File: src/rtl/ex_mem_skid_reg.sv
// EX/MEM pipeline register with a 2-entry skid buffer and per-hart flush.
// Optional perf counters (stall_cnt, flush_cnt) are enabled by defining PIPE_REG_PERF_EN.
module ex_mem_skid_reg #(
  parameter int unsigned DATA_W   = 32,
  parameter int unsigned HART_NUM = 4,
  localparam int unsigned HID_W   = (HART_NUM > 1) ? $clog2(HART_NUM) : 1
) (
  input  logic                clk,
  input  logic                reset,
  input  logic                in_valid,
  output logic                in_ready,
  input  logic [DATA_W-1:0]   in_data,
  input  logic [HID_W-1:0]    in_hid,
  output logic                out_valid,
  input  logic                out_ready,
  output logic [DATA_W-1:0]   out_data,
  output logic [HID_W-1:0]    out_hid,
  input  logic [HART_NUM-1:0] flush_mask,
  output logic [1:0]          occupancy
`ifdef PIPE_REG_PERF_EN
  ,
  output logic [31:0]         stall_cnt,
  output logic [31:0]         flush_cnt
`endif
);

  // Flush mask widened to cover every encodable hid so indexing never leaves the vector.
  localparam int unsigned MaskW = 1 << HID_W;

  typedef enum logic [1:0] {
    StEmpty = 2'd0,
    StOne   = 2'd1,
    StFull  = 2'd2
  } state_e;

  state_e state_q, state_d;

  logic [DATA_W-1:0] main_data_q, main_data_d;
  logic [DATA_W-1:0] skid_data_q, skid_data_d;
  logic [HID_W-1:0]  main_hid_q, main_hid_d;
  logic [HID_W-1:0]  skid_hid_q, skid_hid_d;

  logic              accept;
  logic              pop;
  logic [MaskW-1:0]  flush_ext;

  // Candidates in FIFO order: 0 = main, 1 = skid, 2 = incoming op.
  logic [2:0]        cand_v;
  logic [2:0]        cand_keep;
  logic [2:0]        cand_kill;
  logic [DATA_W-1:0] cand_data [3];
  logic [HID_W-1:0]  cand_hid  [3];
  logic [1:0]        keep_cnt;
  logic [1:0]        flush_inc;

  assign accept = in_valid & in_ready;
  assign pop    = out_valid & out_ready;

  always_comb begin
    flush_ext                 = '0;
    flush_ext[HART_NUM-1:0]   = flush_mask;
  end

  // Entries that still exist after this cycle's handshakes, then filtered by flush.
  always_comb begin
    cand_v[0]    = (state_q != StEmpty) & ~pop;
    cand_v[1]    = (state_q == StFull);
    cand_v[2]    = accept;
    cand_data[0] = main_data_q;
    cand_data[1] = skid_data_q;
    cand_data[2] = in_data;
    cand_hid[0]  = main_hid_q;
    cand_hid[1]  = skid_hid_q;
    cand_hid[2]  = (HART_NUM > 1) ? in_hid : '0;
    cand_keep    = '0;
    cand_kill    = '0;
    for (int i = 0; i < 3; i++) begin
      cand_kill[i] = cand_v[i] & flush_ext[cand_hid[i]];
      cand_keep[i] = cand_v[i] & ~flush_ext[cand_hid[i]];
    end
    flush_inc = 2'(cand_kill[0]) + 2'(cand_kill[1]) + 2'(cand_kill[2]);
  end

  // Next state: compact the surviving candidates into main/skid, preserving order.
  always_comb begin
    main_data_d = '0;
    main_hid_d  = '0;
    skid_data_d = '0;
    skid_hid_d  = '0;
    keep_cnt    = '0;
    for (int i = 0; i < 3; i++) begin
      if (cand_keep[i]) begin
        if (keep_cnt == 2'd0) begin
          main_data_d = cand_data[i];
          main_hid_d  = cand_hid[i];
        end else begin
          skid_data_d = cand_data[i];
          skid_hid_d  = cand_hid[i];
        end
        keep_cnt = keep_cnt + 2'd1;
      end
    end
    case (keep_cnt)
      2'd0:    state_d = StEmpty;
      2'd1:    state_d = StOne;
      default: state_d = StFull;
    endcase
  end

  always_ff @(posedge clk) begin
    if (reset) begin
      state_q     <= StEmpty;
      main_data_q <= '0;
      main_hid_q  <= '0;
      skid_data_q <= '0;
      skid_hid_q  <= '0;
    end else begin
      state_q     <= state_d;
      main_data_q <= main_data_d;
      main_hid_q  <= main_hid_d;
      skid_data_q <= skid_data_d;
      skid_hid_q  <= skid_hid_d;
    end
  end

  always_comb begin
    in_ready  = (state_q != StFull);
    out_valid = (state_q != StEmpty);
    out_data  = main_data_q;
    out_hid   = main_hid_q;
    case (state_q)
      StOne:   occupancy = 2'd1;
      StFull:  occupancy = 2'd2;
      default: occupancy = 2'd0;
    endcase
  end

`ifdef PIPE_REG_PERF_EN
  always_ff @(posedge clk) begin
    if (reset) begin
      stall_cnt <= '0;
      flush_cnt <= '0;
    end else begin
      if (out_valid & ~out_ready) begin
        stall_cnt <= stall_cnt + 32'd1;
      end
      flush_cnt <= flush_cnt + 32'(flush_inc);
    end
  end
`else
  logic unused_flush_inc;
  assign unused_flush_inc = ^flush_inc;
`endif

endmodule

File: config.mk
export PLATFORM = sky130hd
export DESIGN_NAME = ex_mem_skid_reg
export DESIGN_NICKNAME = d
export VERILOG_FILES = /design/src/rtl/ex_mem_skid_reg.sv
export SDC_FILE = /design/constraint.sdc
export NUM_CORES = 1
export LEC_CHECK = 0
export CAP_MARGIN = 20
export CORE_MARGIN = 3
export CORE_UTILIZATION = 45
export DETAILED_ROUTE_END_ITERATION = 12
export PLACE_DENSITY = 0.83
export SLEW_MARGIN = 5
export SYNTH_ARGS = -nofsm -noshare
export SYNTH_HDL_FRONTEND = slang
export SYNTH_SLANG_ARGS = --single-unit
File: constraint.sdc
create_clock -name clk -period 3 [get_ports clk]
set_input_delay 0.6 -clock clk [delete_from_list [all_inputs] [get_ports clk]]
set_output_delay 0.6 -clock clk [all_outputs]
set_load 0.005 [all_outputs]
==> results of run 1 <==
==> kinds of logic (layout without fill, tap and decap cells) <==
kind of cell / after synthesis / in the layout / synth area share
multiplexers: 6 / 6 / 0.0283
flip-flops: 70 / 70 / 0.441
AND/OR/NAND/NOR: 145 / 145 / 0.202
AO/OA/AOI/OAI: 75 / 75 / 0.244
adder cells (fa/ha/maj): 4 / 4 / 0.0181
buffers and inverters: 39 / 110 / 0.0665
==> stage by stage <==
step           total power, mW  utilization  hold slack, ps  worst slack [ps]  cells
2_1_floorplan             1.12            -             466               374    339
3_3_place_gp              1.26        0.592             471              59.9    490
3_5_place_dp              1.27        0.592             479              39.7    490
4_1_cts                   2.10        0.623             491               400    506
5_1_grt                   2.16        0.623             508               272    506
6_report                  2.07        0.623             490               393    506
==> area by class of cell <==
class,count,share of cell area
Inverter,3,0.00265
Tap cell,96,0.0282
Clock buffer,10,0.0300
Sequential cell,70,0.329
Clock inverter,6,0.0203
Multi-Input combinational cell,230,0.375
Timing Repair Buffer,91,0.215
==> cells in the mapped netlist, types with 2 or more instances <==
master,count,area (um2)
a211oi_1,2,15.0
a311oi_1,13,114
a311oi_2,20,300
a32oi_1,33,289
buf_2,16,80.1
buf_6,6,67.6
clkbuf_1,13,48.8
dfxtp_1,70,1400
ha_1,3,37.5
inv_1,2,7.51
mux2_2,4,45.0
mux4_2,2,45.0
nand2_1,32,120
nand3_1,32,160
nor2_1,70,263
nor2b_1,3,18.8
o21ai_0,2,10.0
==> worst reg2reg max path: stages (launching register included) <==
cell      delay (ps)
dfxtp_1          440
mux4_2           560
nor2_4           120
buf_4            560
nand2_1          210
a311oi_2         310
==> flip-flops by register name, summed over array words and instances, names as in the netlist <==
register     flops
state_q          2
skid_hid_q       2
out_data        32
out_hid          2
skid_data_q     32
==> where the power goes <==
| group | switching, mW | leakage [nW] | internal [mW] | total (mW) |
|---|---|---|---|---|
| Combinational | 0.121 | 0.702 | 0.153 | 0.274 |
| Clock | 0.358 | 0.106 | 0.467 | 0.825 |
| Sequential | 0.0177 | 0.569 | 0.958 | 0.976 |
| Total | 0.497 | 1.38 | 1.58 | 2.07 |
==> per-layer routing <==
layer	track usage	up-vias	wire, um
met2	0.322	92	3840
met1	0.252	1401	3550
met5	0	-	0
met4	0.0638	0	100
met3	0.0544	5	458
li1	-	1392	-
==> worst min path at each step <==
stage | end | slack [ps] | depth (start not counted)
CTS | out_data[25] | 490 | 2
global placement | out_data[27] | 470 | 2
floorplan | out_data[0] | 470 | 2
finish | out_data[25] | 490 | 2
detailed placement | out_data[2] | 480 | 2
global route | out_data[25] | 510 | 2
==> flow_summary.yaml, run 1 <==
sta:
  fin_crit_ps: 2610
  report.final.slew_viol_count: 0
  skew_ps: 11.3
  tightest_slew_ps: 692
  hold_viol_final: 0
  relSlewSlack: 0.539
  final.period_utilization: 0.869
  fmax_mhz: 384
  setup_tns_ps: 0
  rsz0062_at_grt: "no"
  finalSetupViolCount: 0
worst_setup_path:
  rr_endpoint: "out_data[19]"
  max_stage_delay_ps: 530
  cp-endpoint: "state_q[0]"
  crit_fanout: 3
  cpLargestDelayFamily: "buffers and inverters"
  cp.depth: 5
  timing.reg2reg.setup_slack_ps: 710
  startpoint: "in_hid[0]"
  required_ps: 3240
  crit_path_end_kind: "flop"
  timing.rr.start: "out_hid[0]"
  path_buf_inv: 1
  crit_slowest_cell: "clkdlybuf4s50_1"
  ff2ff_path_depth: 5
  crit_path_cell_trace: "clkdlybuf4s50_1, mux4_2, or3b_1, fa_1, a2111oi_2"
  path_class: "input pin to flop"
  crit_arrival_ps: 2850
  start_kind: "input pin"
grt:
  grt_overflow: 0
  grt_max_degree: 68
  antenna_found_initial: 0
  grt_pass1_vias: 2736
  grtUsageTotal: 0.197
  grt_pass1_wl_um: 13300
clocking:
  cts_tree: "yes"
  clkSinkCount: 70
  cts-hold-fix-buffers: 0
  cts_resized: 0
  cts_buffers: 9
  clk_latency_ps: 350
  cts_root_buffer: "clkbuf_8"
  clk_pin_slew_ps: 80
  cts.path.max_buffers: 2
  cts_setup_buffers: 0
  htreeDepth: 3
drt:
  vias: 2890
  wl_um: 7940
  firstDrtPassIters: 4
  wl_per_cell_um: 15.7
  viasPerCell: 5.71
  drtAntennaViolNets: 0
  drc: 0
  drtIter0Drc: 173
finish:
  multi_input_area_um2: 1600
  area_delta_synth_final_pct: 33.8
  antennaDiodeCount: 0
  drive_gt1_frac: 0.151
  seqCellArea_um2: 1400
  finalNetCount: 451
  final_common_cell: "clkdlybuf4s50_1"
  final_cell_mix: "clkdlybuf4s50_1 (78), nor2_1 (70), dfxtp_1 (70), a32oi_1 (33)"
  nFillCells: 592
  final_area_um2: 4260
floorplanning:
  core-area_um2: 6830
  boundaryPins: 80
  fp.dieH_um: 90.1
  num_rows: 30
  initial_core_util: 0.465
  die_area_um2: 8110
  die_x_um: 90.1
place:
  io_buffers: 79
  dpl_cell_area_um2: 4040
  gp_congestion: 0.831
  detailed_place_hpwl_um: 5090
logic_synthesis:
  synth_edf_count: 0
  ys_async_sr_fraction: 0
  ys_warn_count: 0
  synthCells: 339
  ys.flop_type: "dfxtp_1"
  ys_ff_latch: 70
  syn_area_um2: 3180
  seq_area_frac_synth: 0.441
  syn-num-nets: 385
  synth_cell_types: 33
  synth.avg_cell_area_um2: 9.38
status:
  status: "complete, no violations"
pwr:
  vdd_ir_drop_max_mv: 0.411
  powerDensity_nw_per_um2: 488
  leakage_nw: 1.38
job:
  cap_violations: 0
min_path:
  holdCritPathClass: "flop to flop"
  hp-start: "out_data[25]"
Power figures use the tool's default switching activity.
==> run 2: changes to the inputs <==
- CAP_MARGIN: 20 -> unset
==> results of run 2 <==
The final DEF is identical to that of run 1; final timing and power are the same.
